--- src/rtl/surf5_wb_arbiter.sv ---
// ---------------------------------------------------------------------------
// surf5_wb_arbiter
//
// Two-master Wishbone arbiter for the SURF5 control bus. M0 is the host
// (PCI/TURF) master, M1 is the debug VIO bridge. One master owns the shared
// bus per tenure. A tenure lasts while the granted master holds CYC, so its
// locked sequences stay atomic. Simultaneous requests from IDLE are resolved
// round-robin against the previous owner. Every tenure is followed by at
// least one IDLE turnaround cycle.
//
// Optional watchdog: define SURF5_WB_ARB_WATCHDOG_EN to terminate strobed
// accesses that see no ACK/ERR/RTY within TIMEOUT_CYCLES stalled cycles.
// The owning master then gets a single-cycle ERR. Without the macro,
// timeout_o is tied low and a stalled access waits forever.
//
// State table:
//   IDLE | no owner, arbitrate on the next edge
//   GNT0 | M0 owns the shared bus
//   GNT1 | M1 owns the shared bus
//
// Ports:
//   clk_i, rst_i                   clock, async active-high reset
//   m0_* / m1_*                    master-side Wishbone (cyc, stb, we, adr,
//                                  dat in; dat, ack, err, rty out)
//   s_*                            shared slave-side Wishbone
//   grant_o                        one-hot owner (bit0 = M0, bit1 = M1)
//   timeout_o                      one-cycle pulse when the watchdog fires
// ---------------------------------------------------------------------------
module surf5_wb_arbiter #(
    parameter int DW             = 32,
    parameter int AW             = 20,
    parameter int TIMEOUT_CYCLES = 1023
) (
    input  logic          clk_i,
    input  logic          rst_i,

    input  logic          m0_cyc_i,
    input  logic          m0_stb_i,
    input  logic          m0_we_i,
    input  logic [AW-1:0] m0_adr_i,
    input  logic [DW-1:0] m0_dat_i,
    output logic [DW-1:0] m0_dat_o,
    output logic          m0_ack_o,
    output logic          m0_err_o,
    output logic          m0_rty_o,

    input  logic          m1_cyc_i,
    input  logic          m1_stb_i,
    input  logic          m1_we_i,
    input  logic [AW-1:0] m1_adr_i,
    input  logic [DW-1:0] m1_dat_i,
    output logic [DW-1:0] m1_dat_o,
    output logic          m1_ack_o,
    output logic          m1_err_o,
    output logic          m1_rty_o,

    output logic          s_cyc_o,
    output logic          s_stb_o,
    output logic          s_we_o,
    output logic [AW-1:0] s_adr_o,
    output logic [DW-1:0] s_dat_o,
    input  logic [DW-1:0] s_dat_i,
    input  logic          s_ack_i,
    input  logic          s_err_i,
    input  logic          s_rty_i,

    output logic [1:0]    grant_o,
    output logic          timeout_o
);

    typedef enum logic [1:0] {
        IDLE = 2'd0,
        GNT0 = 2'd1,
        GNT1 = 2'd2
    } state_t;

    state_t state_q, state_d;
    // 0 = M0 owned the last tenure, 1 = M1. Resets to M1 so M0 wins the
    // first tie.
    logic   last_grant_q, last_grant_d;

    // Watchdog: wd_mask hides the stalled strobe from the slave and drops
    // late terminations. wd_fire_q is the registered one-cycle error pulse.
    logic   wd_mask;
    logic   wd_fire_q;

    // -----------------------------------------------------------------------
    // FSM state register
    // -----------------------------------------------------------------------
    always_ff @(posedge clk_i or posedge rst_i) begin
        if (rst_i) begin
            state_q      <= IDLE;
            last_grant_q <= 1'b1;
        end else begin
            state_q      <= state_d;
            last_grant_q <= last_grant_d;
        end
    end

    // -----------------------------------------------------------------------
    // FSM next state
    // -----------------------------------------------------------------------
    always_comb begin
        state_d      = state_q;
        last_grant_d = last_grant_q;
        case (state_q)
            IDLE: begin
                if (m0_cyc_i && m1_cyc_i)
                    state_d = last_grant_q ? GNT0 : GNT1;
                else if (m0_cyc_i)
                    state_d = GNT0;
                else if (m1_cyc_i)
                    state_d = GNT1;
            end
            GNT0: begin
                if (!m0_cyc_i) begin
                    state_d      = IDLE;
                    last_grant_d = 1'b0;
                end
            end
            GNT1: begin
                if (!m1_cyc_i) begin
                    state_d      = IDLE;
                    last_grant_d = 1'b1;
                end
            end
            default: state_d = IDLE;
        endcase
    end

    // -----------------------------------------------------------------------
    // Bus steering. The forward path is combinational from the owner, so
    // s_cyc_o falls in the same cycle the owner drops CYC. Because IDLE
    // drives everything to zero, the async reset clears the slave side
    // immediately.
    // -----------------------------------------------------------------------
    assign m0_dat_o = s_dat_i;
    assign m1_dat_o = s_dat_i;

    always_comb begin
        grant_o  = 2'b00;
        s_cyc_o  = 1'b0;
        s_stb_o  = 1'b0;
        s_we_o   = 1'b0;
        s_adr_o  = '0;
        s_dat_o  = '0;
        m0_ack_o = 1'b0;
        m0_err_o = 1'b0;
        m0_rty_o = 1'b0;
        m1_ack_o = 1'b0;
        m1_err_o = 1'b0;
        m1_rty_o = 1'b0;
        case (state_q)
            GNT0: begin
                grant_o  = 2'b01;
                s_cyc_o  = m0_cyc_i;
                s_stb_o  = m0_cyc_i & m0_stb_i & ~wd_mask;
                s_we_o   = m0_we_i;
                s_adr_o  = m0_adr_i;
                s_dat_o  = m0_dat_i;
                m0_ack_o = s_ack_i & ~wd_mask;
                m0_err_o = (s_err_i & ~wd_mask) | wd_fire_q;
                m0_rty_o = s_rty_i & ~wd_mask;
            end
            GNT1: begin
                grant_o  = 2'b10;
                s_cyc_o  = m1_cyc_i;
                s_stb_o  = m1_cyc_i & m1_stb_i & ~wd_mask;
                s_we_o   = m1_we_i;
                s_adr_o  = m1_adr_i;
                s_dat_o  = m1_dat_i;
                m1_ack_o = s_ack_i & ~wd_mask;
                m1_err_o = (s_err_i & ~wd_mask) | wd_fire_q;
                m1_rty_o = s_rty_i & ~wd_mask;
            end
            default: ;
        endcase
    end

    assign timeout_o = wd_fire_q;

    // -----------------------------------------------------------------------
    // Watchdog
    // -----------------------------------------------------------------------
`ifdef SURF5_WB_ARB_WATCHDOG_EN
    // The counter only ever holds 0..TIMEOUT_CYCLES-1. The fire decision is
    // taken on the edge that would complete the last stalled cycle.
    localparam int WD_W = (TIMEOUT_CYCLES > 1) ? $clog2(TIMEOUT_CYCLES) : 1;

    logic [WD_W-1:0] wd_cnt_q;
    logic            wd_mask_q;
    logic            gnt_stb;
    logic            s_term;
    logic            wd_stall;

    assign wd_mask  = wd_mask_q;
    assign s_term   = s_ack_i | s_err_i | s_rty_i;
    assign gnt_stb  = (state_q == GNT0) ? m0_stb_i :
                      (state_q == GNT1) ? m1_stb_i : 1'b0;
    assign wd_stall = s_cyc_o & s_stb_o & ~s_term;

    always_ff @(posedge clk_i or posedge rst_i) begin
        if (rst_i) begin
            wd_cnt_q  <= '0;
            wd_mask_q <= 1'b0;
            wd_fire_q <= 1'b0;
        end else begin
            wd_fire_q <= 1'b0;
            if (state_q == IDLE || state_d != state_q) begin
                wd_cnt_q  <= '0;
                wd_mask_q <= 1'b0;
            end else if (wd_mask_q) begin
                // The stalled strobe must be withdrawn for one edge before
                // the owner may strobe the slave again.
                wd_cnt_q <= '0;
                if (!gnt_stb)
                    wd_mask_q <= 1'b0;
            end else if (s_term) begin
                wd_cnt_q <= '0;
            end else if (wd_stall) begin
                if (wd_cnt_q == WD_W'(TIMEOUT_CYCLES - 1)) begin
                    wd_cnt_q  <= '0;
                    wd_mask_q <= 1'b1;
                    wd_fire_q <= 1'b1;
                end else begin
                    wd_cnt_q <= wd_cnt_q + 1'b1;
                end
            end
        end
    end
`else
    logic wd_unused;

    assign wd_mask   = 1'b0;
    assign wd_fire_q = 1'b0;
    assign wd_unused = (TIMEOUT_CYCLES == 0);
`endif

endmodule

--- config.mk ---
export PLATFORM = sky130hd
export DESIGN_NAME = surf5_wb_arbiter
export DESIGN_NICKNAME = d
export VERILOG_FILES = /design/src/rtl/surf5_wb_arbiter.sv
export SDC_FILE = /design/constraint.sdc
export NUM_CORES = 1
export LEC_CHECK = 0
export ABC_AREA = 1
export CORE_AREA = 5 5 102 104
export CTS_CLUSTER_SIZE = 30
export DETAILED_ROUTE_END_ITERATION = 10
export DIE_AREA = 0 0 107 109
export HOLD_SLACK_MARGIN = 0.08
export PLACE_DENSITY = 0.69
export RECOVER_POWER = 25
export SYNTH_ARGS = -nofsm -noshare
export SYNTH_HDL_FRONTEND = slang
export SYNTH_SLANG_ARGS = --single-unit
--- constraint.sdc ---
create_clock -name clk_i -period 4.1 [get_ports clk_i]
set_clock_uncertainty 0.1 [all_clocks]
set_input_delay 1.025 -clock clk_i [delete_from_list [all_inputs] [get_ports clk_i]]
set_output_delay 1.025 -clock clk_i [all_outputs]
set_load 0.05 [all_outputs]
======== After elaboration in Yosys (flattened, before gate mapping) ========
Index checks and enable logic that the tools add are counted.
storage, ports and cells
  input bits .............................. 147
  logic and storage cells ................. 36
  output and inout port bits .............. 128
  register bits ........................... 3
operators by class
  equal/unequal tests ..................... 5
  mux-type cells .......................... 22
  reductions and logical operators ........ 5
  bitwise gates (word level) .............. 2
operators with widths
  cell                                                                   count
  32-bit case mux with 2 select lines                                    1
  20-bit case mux with 2 select lines                                    1
  2-bit two-way mux                                                      6
  1-bit two-way mux                                                      8
  1-bit case mux with 2 select lines                                     4
  2-bit case mux with 3 select lines                                     1
  3-bit AND reduction                                                    2
  2-bit inequality test, second input constant                           2
  4-bit inequality test, second input constant                           1
  2-bit case mux with 2 select lines                                     1
  1-bit bitwise AND                                                      2
  2-bit by 1-bit equality test with 1-bit output, second input constant  1
  2-bit equality test, second input constant                             1
  2-bit logical NOT                                                      1
  2-bit nonzero test                                                     1
  1-bit logical AND                                                      1

======== Depth between registers and ports, before layout ========
Gate-level depths: netlist of the first run.
  depth in word-level cells ............... 4
  gate-level depth with buffers ........... 9
  depth with buffers taken out ............ 8

======== Worst setup path after synthesis of the first run ========
No wires, ideal clock.
  path type ............................... input to output
  start point ............................. input m1_stb_i
  end point ............................... output s_stb_o
  slack ................................... 1.092 ns
  arrival ................................. 1.883 ns
  path buffers ............................ 0
  cell stages on the path ................. 2
  path through ............................ nand3_1 > a21oi_1
on the way
  word-level cells in the longest chain between the ends .. 2
RTL lines
  item                                line  source
  start, declared                     48    input logic m1_stb_i,
  1-bit bitwise AND                   168   s_stb_o = m1_cyc_i & m1_stb_i & ~wd_mask;
  1-bit case mux with 2 select lines  153   case (state_q)
  end, declared                       58    output logic s_stb_o,
No other way between the ends.

======== Worst setup path in the final report of the first run ========
  start point ............................. input m0_adr_i[7]
  end point ............................... output s_adr_o[7]
on the way
  word-level cells in the longest chain between the ends .. 1
RTL lines
  item                                 line  source
  start, declared                      40    input logic [AW-1:0] m0_adr_i,
  20-bit case mux with 2 select lines  153
  end, declared                        60    output logic [AW-1:0] s_adr_o,
No other way between the ends.

==> results.yml, run 1 <==
finish:
  final_net_count: 554
  syn2layout_area_growth_pct: 80.9
  n_antenna_cell: 0
  final_core_util: 0.328
  drive_gt1_frac: 0.125
global_routing:
  grt_overflow: 0
  grt_usage: 0.109
  grt_pass1_wl_um: 10600
  antenna_found_initial: 0
  grt_pass1_vias: 2220
  grt_start_max_net_pins: 60
drt:
  num_vias: 2102
  via_per_inst: 4.08
  antenna_left: 0
  drc: 0
  wire_per_inst_um: 13.0
  wirelength_um: 6690
  dr.pass1.iters: 4
  drtIter0Drc: 77
timing:
  setup_slack_ps: 434
  max_freq_mhz: 273
  fin_tns_setup_ps: 0
  relSlewSlack: 0.648
  whs_ps: 384
  grt_setup_unrepaired: "no"
  slew_violations: 0
  tightestPinTransition_ps: 527
  final-hold-violation-count: 0
  period_share: 0.894
  setup_viol: 0
  period_minus_slack_ps: 3670
worst_setup_path:
  startpoint_type: "input pin"
  crit_arrival_ps: 2540
  rr_endpoint: "state_q[1]"
  critPathCaptureType: "output port"
  critical_path.most_common_cell: "clkdlybuf4s50_1"
  critPathMaxStageDelay_ps: 830
  reg2reg_from: "state_q[1]"
  crit_fanout: 1
  reg2reg_depth: 9
  critPathKind: "input pin to output port"
  ff2ff_setup_slack_ps: 2510
  crit_slowest_cell: "clkdlybuf4s50_1"
  cp.required_ps: 2970
  crit_chain: "clkdlybuf4s50_1 -> nand2_1 -> a21oi_1 -> clkdlybuf4s50_1"
floorplanning:
  rows: 36
  core_um2: 9460
  die-area_um2: 11700
  die_x_um: 107
  initial_core_util: 0.181
  die_h_um: 109
  io_pins: 275
power_and_ir_drop:
  p_leak_nw: 1.14
  ir_worst_vdd_mv: 0.333
  power_density_nw_per_um2: 611
clock_tree:
  htreeDepth: 1
  cts.repair.resized: 0
  cts_setup_buffers: 0
  cts_tree: "built"
  clock_latency_ps: 210
  root_buffer: "clkbuf_8"
  clock-sinks: 3
  numCtsBuffers: 3
  ctsHoldBuffers: 0
  cts.clk_slew.worst_paths_ps: 30
  clockBufferDepth: 2
logic_synthesis:
  syn_area_per_cell_um2: 5.73
  ys_warn_count: 0
  synthesis.area_um2: 1710
  syn_inst: 299
  ys_seq_area_frac: 0.0445
  ys_ff_latch: 3
  syn-num-nets: 451
  yosysUniqueCellTypes: 18
hold_path:
  hold_end: "last_grant_q"
  hold_class: "flop to flop"
  hold_depth: 2
  hp-start: "last_grant_q"
place:
  pre_cts_ws_ps: 438
  dpl.hpwl_um: 5410
  io_buffer_count: 177
  gp_congestion: 0.747
run:
  cap_viol_max_count: 0
outcome:
  status: "complete, no violations"
==> cell type report <==
type / count / area [µm²]
fill: 1011 / 6360
multi-input combinational: 197 / 962
inverter: 15 / 56.3
sequential: 3 / 76.3
clock buffer: 4 / 45.0
tap: 114 / 143
timing repair buffer: 182 / 1820
==> metal layers <==
metal	vias to the layer above	share of wire	GRT usage
met5	-	0	0
met4	0	0.031	0.0420
met3	31	0.086	0.0278
met2	93	0.54	0.205
met1	917	0.35	0.116
li1	1061	-	-
==> critical path: cells and delay by family <==
kind            cells  cell delay, ps
simple gates        1              50
compound gates      1             180
buf+inv             2            1290
==> synth_stat cells <==
library cell / number / share of area
inv_2: 1 / 0.0022
clkbuf_1: 3 / 0.0066
a21oi_1: 39 / 0.11
ha_1: 5 / 0.036
buf_12: 2 / 0.023
nand2_1: 111 / 0.24
buf_4: 67 / 0.29
inv_1: 14 / 0.031
buf_2: 11 / 0.032
nor2_1: 5 / 0.011
dfstp_2: 1 / 0.015
a21oi_2: 16 / 0.082
dfrtp_1: 2 / 0.029
nand2_2: 16 / 0.058
nand3_1: 3 / 0.0088
conb_1: 1 / 0.0022
o21ai_0: 1 / 0.0029
buf_8: 1 / 0.0088
==> cell usage in the layout (no fill, tap or decap) <==
master           synthesis  routed
dlygate4sd3_1            0       2
clkdlybuf4s50_1          0     169
dfrtp_1                  2       2
nand2_2                 16      16
inv_1                   14      14
clkbuf_8                 0       3
dfstp_2                  1       1
ha_1                     5       3
nor2_1                   5       5
a21oi_1                 39      39
nand2_1                111     111
clkbuf_1                 3       1
inv_2                    1       1
conb_1                   1       1
nand3_1                  3       3
ha_2                     0       2
buf_12                   2       2
buf_4                   67       9
o21ai_0                  1       1
a21oi_2                 16      16
==> how the worst max path moves through the flow <==
| stage | from | end | slack (ps) | cells past startpoint |
|---|---|---|---|---|
| final | m0_adr_i[7] | s_adr_o[7] | 430 | 4 |
| after global placement | m0_dat_i[2] | s_dat_o[2] | 430 | 4 |
| after detailed placement | m0_adr_i[19] | s_adr_o[19] | 440 | 4 |
| after floorplan | m1_stb_i | s_stb_o | 1090 | 2 |
| after CTS | m0_adr_i[19] | s_adr_o[19] | 440 | 4 |
| after global routing | m0_adr_i[13] | s_adr_o[13] | 340 | 4 |
==> report_power, final <==
group | leakage [nW] | switching (W) | internal [W]
Combinational | 1.08 | 0.00119 | 0.000568
Clock | 0.0228 | 0.0000186 | 0.0000662
Sequential | 0.0363 | 0.0000100 | 0.0000449
Total | 1.14 | 0.00122 | 0.000679
==> through the flow <==
step / cell area [µm²] / instances / total power [W]
6_report: 3100 / 515 / 0.00190
5_1_grt: 3100 / 515 / 0.00204
4_1_cts: 3100 / 515 / 0.00193
3_5_place_dp: 3060 / 511 / 0.00184
3_3_place_gp: 3060 / 511 / 0.00182
2_1_floorplan: 1710 / 299 / 0.00143
==> logic make-up after synthesis <==
| kind of cell | after synthesis | synth area share |
|---|---|---|
| AND/OR/NAND/NOR | 135 | 0.321 |
| buffers and inverters | 99 | 0.397 |
| AO/OA/AOI/OAI | 56 | 0.199 |
| adder cells (fa/ha/maj) | 5 | 0.0365 |
| flip-flops | 3 | 0.0445 |
| other | 1 | 0.00219 |
==> flip-flops by register name, summed over array words and instances (netlist names) <==
signal and flops:
last_grant_q 1, state_q 2
Power figures use the tool's default switching activity.
==> run 2, diff against run 1 <==
--- a/config.mk
+++ b/config.mk
@@ -13,6 +13,7 @@
 export HOLD_SLACK_MARGIN = 0.08
 export PLACE_DENSITY = 0.69
 export RECOVER_POWER = 25
+export REMOVE_ABC_BUFFERS = 1
 export SYNTH_ARGS = -nofsm -noshare
 export SYNTH_HDL_FRONTEND = slang
 export SYNTH_SLANG_ARGS = --single-unit
==> run 2 against run 1 <==
Against the previous run: sequential power rose by 2%; cell count rose by 0.19%; sequential cell count did not move; first-iteration DRC count rose by 97%; die area did not move; design area fell by 0.89%; combinational power barely moved; critical endpoint is now s_adr_o[16]; largest cell class unchanged; highest routed layer is now met5.
==> results.yml, run 2 (synthesis gave the netlist of run 1 again) <==
global_routing:
  grt_overflow: 0
  grt_start_max_net_pins: 35
  grt_usage: 0.183
  grt_pass1_wl_um: 15400
  antenna_found_initial: 0
  grt_pass1_vias: 2289
clock_tree:
  root_buffer: "clkbuf_8"
  htreeDepth: 1
  clock_latency_ps: 210
  clock-sinks: 3
  clockBufferDepth: 2
  ctsHoldBuffers: 0
  cts.repair.resized: 0
  cts.clk_slew.worst_paths_ps: 30
  cts_tree: "built"
  cts_setup_buffers: 0
  numCtsBuffers: 3
power_and_ir_drop:
  power_density_nw_per_um2: 625
  p_switching_w: 0.00125
  swShare: 0.649
  combPwrFrac: 0.927
  p_clk_frac: 0.044
  p_int_w: 0.000674
  power_w: 0.00192
  ir_worst_vdd_mv: 0.350
  p_leak_nw: 1.17
  pwr-share-seq: 0.029
worst_setup_path:
  reg2reg_depth: 9
  crit_arrival_ps: 2550
  startpoint_type: "input pin"
  cpLargestDelayFamily: "buffers and inverters"
  rr_endpoint: "state_q[0]"
  startpoint: "m0_adr_i[16]"
  critPathCaptureType: "output port"
  crit_slowest_cell: "clkdlybuf4s50_1"
  crit_fanout: 1
  crit_chain: "clkdlybuf4s50_1 -> nand2_1 -> a21oi_1 -> clkdlybuf4s50_1"
  critical_path.most_common_cell: "clkdlybuf4s50_1"
  cp.required_ps: 2970
  reg2reg_from: "state_q[1]"
  critPathMaxStageDelay_ps: 830
  ff2ff_setup_slack_ps: 2410
  path_buf_inv: 2
  critPathKind: "input pin to output port"
floorplanning:
  rows: 36
  die_x_um: 107
  core_um2: 9460
  io_pins: 275
  die-area_um2: 11700
  die_h_um: 109
  initial_core_util: 0.181
hold_path:
  hold_depth: 2
  hold_end: "last_grant_q"
  hold_class: "flop to flop"
  hp-start: "last_grant_q"
drt:
  antenna_left: 0
  dr.max_layer_used: "met5"
  num_vias: 2227
  wirelength_um: 11400
  drc: 0
  met2_length_um: 4990
  via_per_inst: 4.32
  drtIter0Drc: 152
  wl_met1_um: 3630
  dr.pass1.iters: 4
  dr_wl_met3_um: 2500
  wire_per_inst_um: 22.1
timing:
  final-hold-violation-count: 0
  setup_slack_ps: 421
  grt_setup_unrepaired: "no"
  setup_viol: 0
  slew_violations: 0
  period_share: 0.897
  max_freq_mhz: 272
  fin_tns_setup_ps: 0
  whs_ps: 388
  relSlewSlack: 0.652
  tightestPinTransition_ps: 520
  period_minus_slack_ps: 3680
run:
  cap_viol_max_count: 0
finish:
  final_cell_mix: "155 x clkdlybuf4s50_1, 111 x nand2_1, 39 x a21oi_1"
  multi_input_area_um2: 962
  layout_commonest_cell: "clkdlybuf4s50_1"
  drive_gt1_frac: 0.162
  layout_top_registers: "state_q (2), last_grant_q (1)"
  final_net_count: 555
  seqCellArea_um2: 76.3
  nFillCells: 1001
  n_antenna_cell: 0
  fin_area_um2: 3070
  syn2layout_area_growth_pct: 79.3
  largest_reg_flops: 2
  top_register: "state_q"
place:
  io_buffer_count: 177
  dpl.hpwl_um: 10100
  gp_congestion: 0.833
  dpl-instance-area_um2: 3030
  pre_cts_ws_ps: 432
outcome:
  status: "complete, no violations"
==> run 2: cell types whose count changed in the layout (fill, tap and decap cells not counted) <==
cell,delta
buf_4,+15
clkdlybuf4s50_1,-14
==> run 2: cell type report <==
class,instances,share of cell area
inverter,15,0.0183
sequential,3,0.0248
timing repair buffer,183,0.583
multi-input combinational,197,0.313
clock buffer,4,0.0147
tap,114,0.0464
==> run 2: power by group through the flow <==
stage	sequential [W]	combinational (W)	clock (W)
final	0.0000562	0.00178	0.0000848
after global routing	0.0000572	0.00190	0.0000911
after CTS	0.0000561	0.00180	0.0000876
after detailed placement	0.0000562	0.00180	0
after global placement	0.0000546	0.00178	0
after floorplan	0.0000528	0.00113	0
==> run 2: per-stage QoR <==
step | util | std cells
final | 0.325 | 516
after global routing | 0.325 | 516
after CTS | 0.325 | 516
after detailed placement | 0.320 | 512
after global placement | 0.320 | 512
after floorplan | - | 215
==> run 2: worst max-delay path by stage <==
stage / endpoint / slack [ps] / cells after the start
after CTS: s_adr_o[16] / 420 / 4
after global routing: s_dat_o[11] / 320 / 6
final: s_adr_o[16] / 420 / 4
after global placement: s_adr_o[16] / 420 / 4
after floorplan: s_cyc_o / 210 / 6
after detailed placement: s_adr_o[8] / 430 / 4
==> run 2: layer usage <==
layer / GRT usage / vias to the layer above
met4: 0.00274 / 2
met1: 0.174 / 950
met5: 0.0536 / -
met3: 0.178 / 10
li1: - / 1064
met2: 0.299 / 201
==> run 2: worst reg2reg max path, delay by kind of cell, from the launching register on <==
| family | cells | cell delay, ps |
|---|---|---|
| flip-flops | 1 | 400 |
| AND/OR/NAND/NOR | 5 | 420 |
| buffers and inverters | 3 | 500 |
| adder cells (fa/ha/maj) | 1 | 190 |
